===== src/rtl/if_fetch_stage_if.sv =====
// if_fetch_stage_if: instruction-memory read bus (req/ack handshake)
interface if_fetch_stage_if #(
    parameter int ADDR_W = 32,
    parameter int DATA_W = 32
);
    logic              req;
    logic [ADDR_W-1:0] addr;
    logic              ack;
    logic [DATA_W-1:0] rdata;

    modport master (output req, addr, input ack, rdata);
    modport slave  (input req, addr, output ack, rdata);
endinterface


===== src/rtl/if_fetch_stage.sv =====
// if_fetch_stage: instruction fetch with req/ack memory, one-entry skid buffer and IF/ID register
// Optional performance counters are built when FETCH_PERF_EN is defined.
module if_fetch_stage #(
    parameter int                ADDR_W    = 32,
    parameter int                DATA_W    = 32,
    parameter logic [DATA_W-1:0] NOP_INSTR = '0
) (
    input  logic              clk_i,
    input  logic              rst_i,
    input  logic              start_i,
    input  logic [ADDR_W-1:0] pc_i,
    input  logic [ADDR_W-1:0] next_pc_i,
    input  logic              hazard_i,
    input  logic              flush_i,
    if_fetch_stage_if.master  imem,
    output logic              pc_en_o,
    output logic              ifid_valid_o,
    output logic [ADDR_W-1:0] ifid_pc_o,
    output logic [ADDR_W-1:0] ifid_pc4_o,
    output logic [DATA_W-1:0] ifid_instr_o,
    output logic [31:0]       perf_fetch_o,
    output logic [31:0]       perf_stall_o
);
    typedef enum logic [1:0] {S_IDLE, S_REQ, S_BUF, S_DRAIN} state_t;

    state_t            state_q, state_d;
    logic [ADDR_W-1:0] addr_q, target_q;
    logic [DATA_W-1:0] buf_q;
    logic              pc_en, ld_mem, ld_buf, bubble, buf_ld, tgt_ld;
    logic              addr_pc, addr_next, addr_tgt;

    assign imem.req  = (state_q == S_REQ) || (state_q == S_DRAIN);
    assign imem.addr = addr_q;
    assign pc_en_o   = pc_en;

    // State register; reset abandons any outstanding request
    always_ff @(posedge clk_i or negedge rst_i) begin
        if (!rst_i) state_q <= S_IDLE;
        else        state_q <= state_d;
    end

    // Next-state: flush outranks hazard; a flush without ack must wait out the pending read
    always_comb begin
        state_d = state_q;
        case (state_q)
            S_IDLE:  state_d = start_i ? S_REQ : S_IDLE;
            S_REQ:   state_d = flush_i ? (imem.ack ? S_REQ : S_DRAIN)
                                       : ((imem.ack && hazard_i) ? S_BUF : S_REQ);
            S_BUF:   state_d = (flush_i || !hazard_i) ? S_REQ : S_BUF;
            S_DRAIN: state_d = imem.ack ? S_REQ : S_DRAIN;
            default: state_d = S_IDLE;
        endcase
    end

    // Per-state control strobes for PC enable, address, skid buffer and IF/ID slot
    always_comb begin
        pc_en     = 1'b0;
        ld_mem    = 1'b0;
        ld_buf    = 1'b0;
        bubble    = 1'b0;
        buf_ld    = 1'b0;
        tgt_ld    = 1'b0;
        addr_pc   = 1'b0;
        addr_next = 1'b0;
        addr_tgt  = 1'b0;
        case (state_q)
            S_IDLE: addr_pc = start_i;
            S_REQ: begin
                if (flush_i) begin
                    bubble    = 1'b1;
                    pc_en     = 1'b1;
                    addr_next = imem.ack;
                    tgt_ld    = !imem.ack;
                end else if (imem.ack) begin
                    ld_mem    = !hazard_i;
                    pc_en     = !hazard_i;
                    addr_next = !hazard_i;
                    buf_ld    = hazard_i;
                end else begin
                    bubble    = !hazard_i;
                end
            end
            S_BUF: begin
                bubble    = flush_i;
                ld_buf    = !flush_i && !hazard_i;
                pc_en     = flush_i || !hazard_i;
                addr_next = flush_i || !hazard_i;
            end
            S_DRAIN: begin
                bubble    = 1'b1;
                pc_en     = flush_i;
                addr_next = flush_i && imem.ack;
                tgt_ld    = flush_i && !imem.ack;
                addr_tgt  = !flush_i && imem.ack;
            end
            default: ;
        endcase
    end

    // Fetch address, skid buffer and drain target registers
    always_ff @(posedge clk_i or negedge rst_i) begin
        if (!rst_i) begin
            addr_q   <= '0;
            target_q <= '0;
            buf_q    <= '0;
        end else begin
            if (addr_pc)        addr_q <= pc_i;
            else if (addr_next) addr_q <= next_pc_i;
            else if (addr_tgt)  addr_q <= target_q;
            if (tgt_ld) target_q <= next_pc_i;
            if (buf_ld) buf_q <= imem.rdata;
        end
    end

    // IF/ID register: load from memory or skid buffer, bubble, or hold
    always_ff @(posedge clk_i or negedge rst_i) begin
        if (!rst_i) begin
            ifid_valid_o <= 1'b0;
            ifid_pc_o    <= '0;
            ifid_pc4_o   <= '0;
            ifid_instr_o <= NOP_INSTR;
        end else if (ld_mem || ld_buf) begin
            ifid_valid_o <= 1'b1;
            ifid_pc_o    <= addr_q;
            ifid_pc4_o   <= addr_q + ADDR_W'(4);
            ifid_instr_o <= ld_buf ? buf_q : imem.rdata;
        end else if (bubble) begin
            ifid_valid_o <= 1'b0;
            ifid_instr_o <= NOP_INSTR;
        end
    end

`ifdef FETCH_PERF_EN
    logic [31:0] fetch_q, stall_q;

    // Delivered-instruction and ack-wait counters, free-running and wrapping
    always_ff @(posedge clk_i or negedge rst_i) begin
        if (!rst_i) begin
            fetch_q <= '0;
            stall_q <= '0;
        end else begin
            if (ld_mem || ld_buf)                  fetch_q <= fetch_q + 32'd1;
            if (state_q == S_REQ && !imem.ack)     stall_q <= stall_q + 32'd1;
        end
    end

    assign perf_fetch_o = fetch_q;
    assign perf_stall_o = stall_q;
`else
    assign perf_fetch_o = '0;
    assign perf_stall_o = '0;
`endif
endmodule


===== src/flat_wrapper.sv =====
// flat-port wrapper written by rule: the top's interface ports become plain ports
module if_fetch_stage_flat 
#(
    parameter int                ADDR_W    = 32,
    parameter int                DATA_W    = 32,
    parameter logic [DATA_W-1:0] NOP_INSTR = '0
)
  (clk_i, rst_i, start_i, pc_i, next_pc_i, hazard_i, flush_i, pc_en_o, ifid_valid_o, ifid_pc_o, ifid_pc4_o, ifid_instr_o, perf_fetch_o, perf_stall_o, imem_req, imem_addr, imem_ack, imem_rdata);
  if_fetch_stage_if #(.ADDR_W(ADDR_W), .DATA_W(DATA_W)) imem_i ();
  input  logic clk_i;
  input  logic rst_i;
  input  logic start_i;
  input  logic [ADDR_W-1:0] pc_i;
  input  logic [ADDR_W-1:0] next_pc_i;
  input  logic hazard_i;
  input  logic flush_i;
  output logic pc_en_o;
  output logic ifid_valid_o;
  output logic [ADDR_W-1:0] ifid_pc_o;
  output logic [ADDR_W-1:0] ifid_pc4_o;
  output logic [DATA_W-1:0] ifid_instr_o;
  output logic [31:0] perf_fetch_o;
  output logic [31:0] perf_stall_o;
  output wire logic [$bits(imem_i.req)-1:0] imem_req;
  output wire logic [$bits(imem_i.addr)-1:0] imem_addr;
  input wire logic [$bits(imem_i.ack)-1:0] imem_ack;
  input wire logic [$bits(imem_i.rdata)-1:0] imem_rdata;
  assign imem_req = imem_i.req;
  assign imem_addr = imem_i.addr;
  assign imem_i.ack = imem_ack;
  assign imem_i.rdata = imem_rdata;
  if_fetch_stage #(.ADDR_W(ADDR_W), .DATA_W(DATA_W), .NOP_INSTR(NOP_INSTR)) u_core (.clk_i(clk_i), .rst_i(rst_i), .start_i(start_i), .pc_i(pc_i), .next_pc_i(next_pc_i), .hazard_i(hazard_i), .flush_i(flush_i), .imem(imem_i), .pc_en_o(pc_en_o), .ifid_valid_o(ifid_valid_o), .ifid_pc_o(ifid_pc_o), .ifid_pc4_o(ifid_pc4_o), .ifid_instr_o(ifid_instr_o), .perf_fetch_o(perf_fetch_o), .perf_stall_o(perf_stall_o));
endmodule

===== config.mk =====
export PLATFORM = sky130hd
export DESIGN_NAME = if_fetch_stage_flat
export DESIGN_NICKNAME = d
export VERILOG_FILES = /design/src/rtl/if_fetch_stage_if.sv /design/src/rtl/if_fetch_stage.sv /design/src/flat_wrapper.sv
export SDC_FILE = /design/constraint.sdc
export NUM_CORES = 1
export LEC_CHECK = 0
export CAP_MARGIN = 30
export CORE_MARGIN = 4
export CORE_UTILIZATION = 48
export CTS_BUF_LIST = sky130_fd_sc_hd__clkbuf_4
export CTS_CLUSTER_SIZE = 30
export DETAILED_ROUTE_END_ITERATION = 12
export GPL_ROUTABILITY_DRIVEN = 0
export GPL_TIMING_DRIVEN = 0
export PLACE_DENSITY = 0.83
export SKIP_CTS_REPAIR_TIMING = 1
export SLEW_MARGIN = 20
export SYNTH_ARGS = -nofsm -noshare
export SYNTH_HDL_FRONTEND = slang
export SYNTH_SLANG_ARGS = --single-unit

===== constraint.sdc =====
create_clock -name clk_i -period 2 [get_ports clk_i]
set_input_delay 0.3 -clock clk_i [delete_from_list [all_inputs] [get_ports clk_i]]
set_output_delay 0.3 -clock clk_i [all_outputs]
set_load 0.01 [all_outputs]

==> impl_metrics.ini, run 1 <==
[status]
status = complete, but fails checks
violations = setup timing

[detailed_routing]
dr_total_vias = 7008
drtPass1Iterations = 5
drt-total-wl_um = 24010
drtAntennaViolNets = 0
routed_via_density = 5.199
wl_per_cell_um = 17.81
drcViolationCount = 0
first_iter_violations = 395

[setup_path]
arrival_ns = 1.72
crit_fanout = 10
crit_slowest_cell = dfrtp_1
crit_chain = buf_2 > buf_6 > a21oi_1 > nor2_1 > a21oi_1 > buf_4
critPathCaptureType = output port
required_ns = 1.70
critPathMaxStageDelay_ns = 0.39
worst-setup-path-type = reg2out
start_kind = flop
critPathTopFamily = buffers and inverters
crit_buf_inv = 3
timing.critical_path.mode_cell = a21oi_1

[power]
p_per_area_nw_per_um2 = 1054
total_power_mw = 13.13
internal-power_mw = 8.662
p_switching_mw = 4.473
p_seq_frac = 0.454
p_comb_frac = 0.390
leakage_nw = 5.900
clkPwrFrac = 0.155
ir_drop_v = 0.0005100
swShare = 0.3405

[grt]
grt_pass1_wl_um = 36090
grt_overflow_total = 0
grt_max_degree = 96
grt_pass1_vias = 6699
track_usage = 0.2228
antenna_found_initial = 2

[logic_synthesis]
yosysSeqAreaShare = 0.5413
yosysUniqueCellTypes = 44
synth_enable_flop_cells = 0
async_flop_share = 1.000
postSynthCellCount = 753
synth_seq_cells = 193
synthFlopType = dfrtp_1
yosys_warnings = 0
syn-cell-area_um2 = 8922
syn_area_per_cell_um2 = 11.85

[cells_and_area]
nFillCells = 1373
layout_common_cells = clkdlybuf4s50_1, dfrtp_1, buf_4
syn_to_final_growth_pct = 39.66
drive_above_1_share = 0.2814
final_area_um2 = 12460
layout_commonest_cell = clkdlybuf4s50_1
fin_nets = 1206

[place]
port_buffers = 230
place_area_um2 = 11810
dpl.hpwl_um = 18010

[sta]
fin_crit_sh = 1.010
whs_ns = 0.08212
rsz0062_at_grt = true
slew_headroom = 0.6190
tightest_slew_ns = 0.5668
max_freq_ghz = 0.4952
fin_setup_tns_ns = -0.01958
finalSetupViolCount = 1
layout_setup_ws_ns = -0.01958
finClkSkew_ns = 0.02652
final-hold-violation-count = 0
fin_crit_ns = 2.020
drv_slew = 0

[floorplan]
rows = 49
floorplan.die_area_um2 = 20830
io_pins = 297
start_util = 0.4917
die_height_um = 144.3
die_x_um = 144.3
core_um2 = 18150

[flow_run]
maxCapViolCount = 0

[clock_network]
ctsRootBufferMaster = clkbuf_4
h-tree-depth = 4
cts_buffers = 17
cts_buffer_depth = 2
clk_pin_slew_ns = 0.17
cts_tree = yes
cts.sinks = 193
clkLatencyLatePin_ns = 0.58

[min_path]
hp-class = in2async
## worst paths after layout
check / start / to / slack [ns] / depth (start not counted)
max in group asynchronous: rst_i / u_core.imem.addr[2] / 0.79 / 4
min in group clk_i: flush_i / u_core.state_q[1] / 0.20 / 4
hold reg to reg: u_core.ifid_pc4_o[10] / u_core.ifid_pc4_o[10] / 0.50 / 2
hold / removal: rst_i / u_core.ifid_instr_o[4] / 0.08 / 2
setup reg to reg: u_core.state_q[1] / u_core.imem.addr[0] / 0.08 / 8
setup / recovery: u_core.state_q[0] / pc_en_o / -0.02 / 6
## per-layer routing
layer,GRT usage,part of all wire,vias up
met4,0.07364,0.024,0
met5,0,0,-
li1,-,-,3266
met2,0.3697,0.50,242
met1,0.2827,0.41,3467
met3,0.06316,0.070,33
## worst reg2reg max path, cell delays in order (launching register included)
cell        delay [ns]
dfrtp_1           0.39
buf_4             0.19
clkinvlp_4        0.18
o21ai_0           0.20
a21o_1            0.14
buf_4             0.17
buf_6             0.19
mux2i_2           0.25
o21ai_0           0.10
## synthesized netlist by cell type (6+ instances only)
library cell / count / area share
a222oi_1: 32 / 0.036
buf_4: 72 / 0.061
xor2_1: 15 / 0.015
clkbuf_1: 8 / 0.0034
mux2_2: 90 / 0.11
nor2_1: 9 / 0.0038
mux2i_1: 34 / 0.038
xnor2_1: 13 / 0.013
buf_2: 28 / 0.016
inv_1: 39 / 0.016
a22oi_1: 32 / 0.027
nand2_1: 44 / 0.019
o21ai_0: 39 / 0.022
nand4_1: 11 / 0.0077
o21ai_1: 35 / 0.020
dfrtp_1: 193 / 0.54
a21oi_1: 6 / 0.0034
nand3_1: 12 / 0.0067
## power groups by stage
stage	sequential [mW]	clock (mW)	combinational (mW)
final	5.97	2.04	5.13
after global routing	6.12	2.27	5.52
after CTS	6.05	2.11	4.72
after detailed placement	6.14	0	4.71
after global placement	6.09	0	4.59
after floorplan	6.26	0	1.81
## registers in the layout, indices dropped and copies added (netlist names)
register             flops
u_core.buf_q            32
u_core.ifid_instr_o     32
u_core.ifid_pc4_o       32
u_core.ifid_pc_o        30
u_core.ifid_valid_o      1
u_core.imem.addr        32
u_core.state_q           2
u_core.target_q         32
## cell type report
cell class	count	area, µm²	area share
tap	229	286.5	0.02299
buffer	114	785.8	0.06306
antenna	3	7.507	0.0006025
clock buffer	17	127.6	0.01024
clock inverter	15	146.4	0.01175
multi-input combinational	470	3447	0.2766
timing repair buffer	268	2645	0.2123
inverter	39	150.1	0.01205
sequential	193	4865	0.3904
## stage by stage
| step | util | cells | setup WS (ns) |
|---|---|---|---|
| after floorplan | - | 816 | 0.2784 |
| after global placement | 0.6473 | 1275 | -7.341 |
| after detailed placement | 0.6506 | 1277 | -0.3904 |
| after CTS | 0.6657 | 1309 | -0.5453 |
| after global routing | 0.6865 | 1347 | -0.1927 |
| final | 0.6866 | 1348 | -0.01958 |
## logic make-up after synthesis
group,after synthesis,share of synthesized area
DFF,193,0.5413
buffers and inverters,153,0.1021
AOI/OAI and AO/OA,146,0.1095
muxes,126,0.1543
and+or+nand+nor,105,0.06353
xor gates and xnor gates,28,0.02749
adders and majority gates,1,0.001402
other,1,0.0004203
Note: power is estimated with default switching activity, not from simulation.
==> run 2, diff against run 1 <==
TNS_END_PERCENT = 30   (was not set)
==> run 2 against run 1 <==
The flow still finishes with violations (setup timing). Global-route usage unchanged. Worst setup slack got worse by 0.0039 ns. Clock-buffer cell count unchanged. Final area decreased by 1.1%. Combinational power decreased by 6.2%. Routed wire length decreased by 0.81%. Sequential power increased by 1%. Fmax decreased by 0.19%. Die area unchanged. Register-to-register slack got worse by 0.03 ns. Critical endpoint unchanged.
==> impl_metrics.ini, run 2 (synthesis gave the netlist of run 1 again) <==
[cells_and_area]
syn_to_final_growth_pct = 38.13
final_core_util = 0.6791
drive_above_1_share = 0.2664
seq_area_um2 = 4865
layout_commonest_cell = clkdlybuf4s50_1
fin_nets = 1186
nFillCells = 1389
final_area_um2 = 12320
multi_input_area_um2 = 3440
layout_common_cells = clkdlybuf4s50_1, dfrtp_1, mux2_2

[power]
p_comb_frac = 0.373
clkPwrFrac = 0.158
leakage_nw = 5.929
p_per_area_nw_per_um2 = 1047
internal-power_mw = 8.481
p_switching_mw = 4.418
total_power_mw = 12.90
swShare = 0.3425
ir_drop_v = 0.0005098
p_seq_frac = 0.469

[grt]
track_usage = 0.2228
grt_max_degree = 96
grt_overflow_total = 0
grt_pass1_wl_um = 36090
antenna_found_initial = 2
grt_pass1_vias = 6699

[clock_network]
clk_pin_slew_ns = 0.17
clkLatencyLatePin_ns = 0.58
ctsRootBufferMaster = clkbuf_4
cts_buffer_depth = 2
h-tree-depth = 4
cts.sinks = 193
cts_buffers = 17
cts_tree = yes

[floorplan]
die_x_um = 144.3
start_util = 0.4917
die_height_um = 144.3
core_um2 = 18150
rows = 49
io_pins = 297
floorplan.die_area_um2 = 20830

[setup_path]
required_ns = 1.70
r2r-start = u_core.state_q[1]
worst-setup-path-type = reg2out
rrSetupSlack_ns = 0.05
arrival_ns = 1.72
start_kind = flop
crit_fanout = 10
r2r-end = u_core.imem.addr[10]
reg2regPathDepth = 8
critPathCaptureType = output port

[sta]
tightest_slew_ns = 0.5558
max_freq_ghz = 0.4942
fin_crit_ns = 2.024
finalSetupViolCount = 1
fin_crit_sh = 1.012
drv_slew = 0
final-hold-violation-count = 0
rsz0062_at_grt = true
layout_setup_ws_ns = -0.02350
finClkSkew_ns = 0.02311
slew_headroom = 0.6264
whs_ns = 0.07910

[flow_run]
maxCapViolCount = 0

[detailed_routing]
dr_total_vias = 6904
first_iter_violations = 388
drcViolationCount = 0
drtPass1Iterations = 6
routed_via_density = 5.203
wl_per_cell_um = 17.94
drt-total-wl_um = 23810
drtAntennaViolNets = 0

[place]
dpl.hpwl_um = 18010
port_buffers = 230
place_area_um2 = 11810

[status]
violations = setup timing
status = complete, but fails checks

[min_path]
hp-class = in2async
## run 2: final cells by class
cell class	count	share of cell area
Antenna cell	2	0.0004061
Buffer	114	0.06386
Clock buffer	17	0.01036
Clock inverter	15	0.01188
Inverter	39	0.01218
Multi-Input combinational cell	470	0.2791
Sequential cell	193	0.3947
Tap cell	229	0.02325
Timing Repair Buffer	248	0.2043
## run 2: worst max path at each step
stage | startpoint | to | depth (start not counted)
6_report | u_core.state_q[0] | pc_en_o | 6
5_1_grt | u_core.state_q[0] | pc_en_o | 6
3_3_place_gp | rst_i | u_core.ifid_pc_o[24] | 1
2_1_floorplan | u_core.imem.addr[2] | u_core.ifid_pc4_o[22] | 6
3_5_place_dp | imem_ack | u_core.ifid_instr_o[7] | 6
4_1_cts | u_core.state_q[0] | pc_en_o | 6
## run 2: layer usage
metal  up-vias  GRT usage  routed length [µm]
li1       3222          -                   -
met1      3389     0.2827                9697
met2       260     0.3697               11760
met3        33    0.06316                1772
met4         0    0.07364                 580
met5         -          0                   0
## run 2: stage by stage
| stage | std cells | setup slack [ns] | TNS, ns |
|---|---|---|---|
| final | 1327 | -0.02350 | -0.02350 |
| after detailed placement | 1277 | -0.3904 | -33.81 |
| after CTS | 1309 | -0.5453 | -4.833 |
| after global placement | 1275 | -7.341 | -1437.17 |
| after global routing | 1327 | -0.1925 | -0.9862 |
| after floorplan | 816 | 0.2784 | 0 |
## run 2: critical path: stages (launching register included)
cell and delay [ns]:
dfrtp_1 0.39, buf_2 0.16, buf_6 0.15, a21oi_1 0.13
nor2_1 0.05, a21oi_1 0.11, buf_4 0.15
## run 2: power by group through the flow
stage	logic [mW]	registers [mW]	clock network, mW
6_report	4.81	6.05	2.04
2_1_floorplan	1.81	6.26	0
3_5_place_dp	4.71	6.14	0
4_1_cts	4.72	6.05	2.11
3_3_place_gp	4.59	6.09	0
5_1_grt	5.20	6.21	2.27
==> run 3, diff against run 2 <==
CTS_BUF_LIST = sky130_fd_sc_hd__clkbuf_8   (was sky130_fd_sc_hd__clkbuf_4)
==> run 3 against run 2 <==
The run now ends clean. Clock skew shrank 0.0083 ns. Power grew 3.1%. Sequential power is essentially flat. Combinational power shrank 2%. Clock-buffer cell count grew 1. Die area is the same. Routed wire length shrank 0.50%. Flip-flop and latch count is the same. Sequential share of layout area shrank 0.18 points. Non-clock buffer count shrank 12. Critical path type unchanged. Highest routed layer unchanged.
==> impl_metrics.ini, run 3 (synthesis gave the netlist of run 1 again) <==
[floorplan]
core_um2 = 18150
die_x_um = 144.3
floorplan.die_area_um2 = 20830
start_util = 0.4917
die_height_um = 144.3
rows = 49
io_pins = 297

[cells_and_area]
syn_to_final_growth_pct = 37.99
final_area_um2 = 12310
layout_common_cells = clkdlybuf4s50_1, dfrtp_1, mux2_2
fin_nets = 1174
layout_commonest_cell = clkdlybuf4s50_1
drive_above_1_share = 0.2389

[power]
total_power_mw = 13.30
p_per_area_nw_per_um2 = 1080
ir_drop_v = 0.0004895
leakage_nw = 5.753

[setup_path]
crit_fanout = 6
critPathTopFamily = buffers and inverters
crit_cells = 1
required_ns = 1.70
arrival_ns = 1.62
crit_buf_inv = 1
crit_chain = clkdlybuf4s50_1
critPathCaptureType = output port
critPathMaxStageDelay_ns = 0.61
reg2regPathDepth = 8
crit_slowest_cell = clkdlybuf4s50_1
start_kind = flop
worst-setup-path-type = reg2out

[sta]
drv_slew = 0
layout_setup_ws_ns = 0.07620
fin_setup_tns_ns = 0
fin_crit_ns = 1.924
max_freq_ghz = 0.5198
finalSetupViolCount = 0
fin_crit_sh = 0.9619
rsz0062_at_grt = true
finClkSkew_ns = 0.01481
final-hold-violation-count = 0
slew_headroom = 0.6390
tightest_slew_ns = 0.5370

[detailed_routing]
drtAntennaViolNets = 0
drtPass1Iterations = 8
dr_total_vias = 6891
routed_via_density = 5.244
wl_per_cell_um = 18.03
drcViolationCount = 0
first_iter_violations = 415
drt-total-wl_um = 23690

[grt]
antenna_found_initial = 1
grt_max_degree = 96
grt_overflow_total = 0
track_usage = 0.2234
grt_pass1_vias = 6702
grt_busiest_layer = met2
met1_usage = 0.2853
gr-usage-met3 = 0.05886
gr-usage-met2 = 0.3675
grt_pass1_wl_um = 36210

[clock_network]
h-tree-depth = 4
cts.sinks = 193
cts_buffer_depth = 2
cts_buffers = 17
cts_tree = yes
clkLatencyLatePin_ns = 0.47
clk_pin_slew_ns = 0.10
ctsRootBufferMaster = clkbuf_8

[place]
port_buffers = 230
place_area_um2 = 11810
dpl.hpwl_um = 18010
place_ws_ns = -0.3904

[min_path]
hp-class = in2reg
hold_path_depth = 2

[status]
status = finished clean

[flow_run]
maxCapViolCount = 0
## run 3: cell types whose count changed in the layout (fill, tap and decap cells not counted), moves of 14 or more
cell / previous run / this run
buf_4: 87 / 73
clkdlybuf4s50_1: 208 / 227
dfrtp_1: 165 / 187
clkbuf_4: 18 / 2
dfrtp_2: 28 / 6
clkbuf_8: 0 / 18
dlymetal6s2s_1: 17 / 1
## run 3: final cells by class
class / count / area, µm²
antenna: 1 / 2.502
buffer: 114 / 793.3
sequential: 193 / 4837
tap: 229 / 286.5
fill: 1363 / 5836
clock inverter: 14 / 142.6
clock buffer: 18 / 247.7
timing repair buffer: 236 / 2395
inverter: 39 / 150.1
multi-input combinational: 470 / 3457
## run 3: metrics by stage
| step | cells | utilization | hold slack [ns] |
|---|---|---|---|
| CTS | 1309 | 0.6722 | -0.4221 |
| detailed placement | 1277 | 0.6506 | 0.1062 |
| floorplan | 816 | - | 0.004409 |
| global placement | 1275 | 0.6473 | 0.4618 |
| global route | 1314 | 0.6784 | 0.1424 |
| finish | 1314 | 0.6784 | 0.1300 |
## run 3: power by group
group	switching [mW]	leakage (nW)	internal, mW
combinational	1.93	3.16	2.78
clock	1.54	0.198	0.966
sequential	1.00	2.40	5.08
## run 3: final timing paths
| path | slack [ns] | from | to |
|---|---|---|---|
| min in group asynchronous | 0.22 | rst_i | u_core.buf_q[23] |
| hold / removal | 0.13 | flush_i | u_core.ifid_valid_o |
| setup / recovery | 0.08 | u_core.imem.addr[13] | imem_addr[13] |
| setup reg to reg | 0.11 | u_core.state_q[1] | u_core.imem.addr[10] |
| hold reg to reg | 0.49 | u_core.ifid_pc4_o[10] | u_core.ifid_pc4_o[10] |
| max in group asynchronous | 0.70 | rst_i | u_core.ifid_pc4_o[17] |
## run 3: routing by layer
| metal | wire length, µm | vias up |
|---|---|---|
| met1 | 9711 | 3390 |
| met3 | 1668 | 43 |
| li1 | - | 3199 |
| met4 | 638 | 0 |
| met2 | 11680 | 259 |
| met5 | 0 | - |
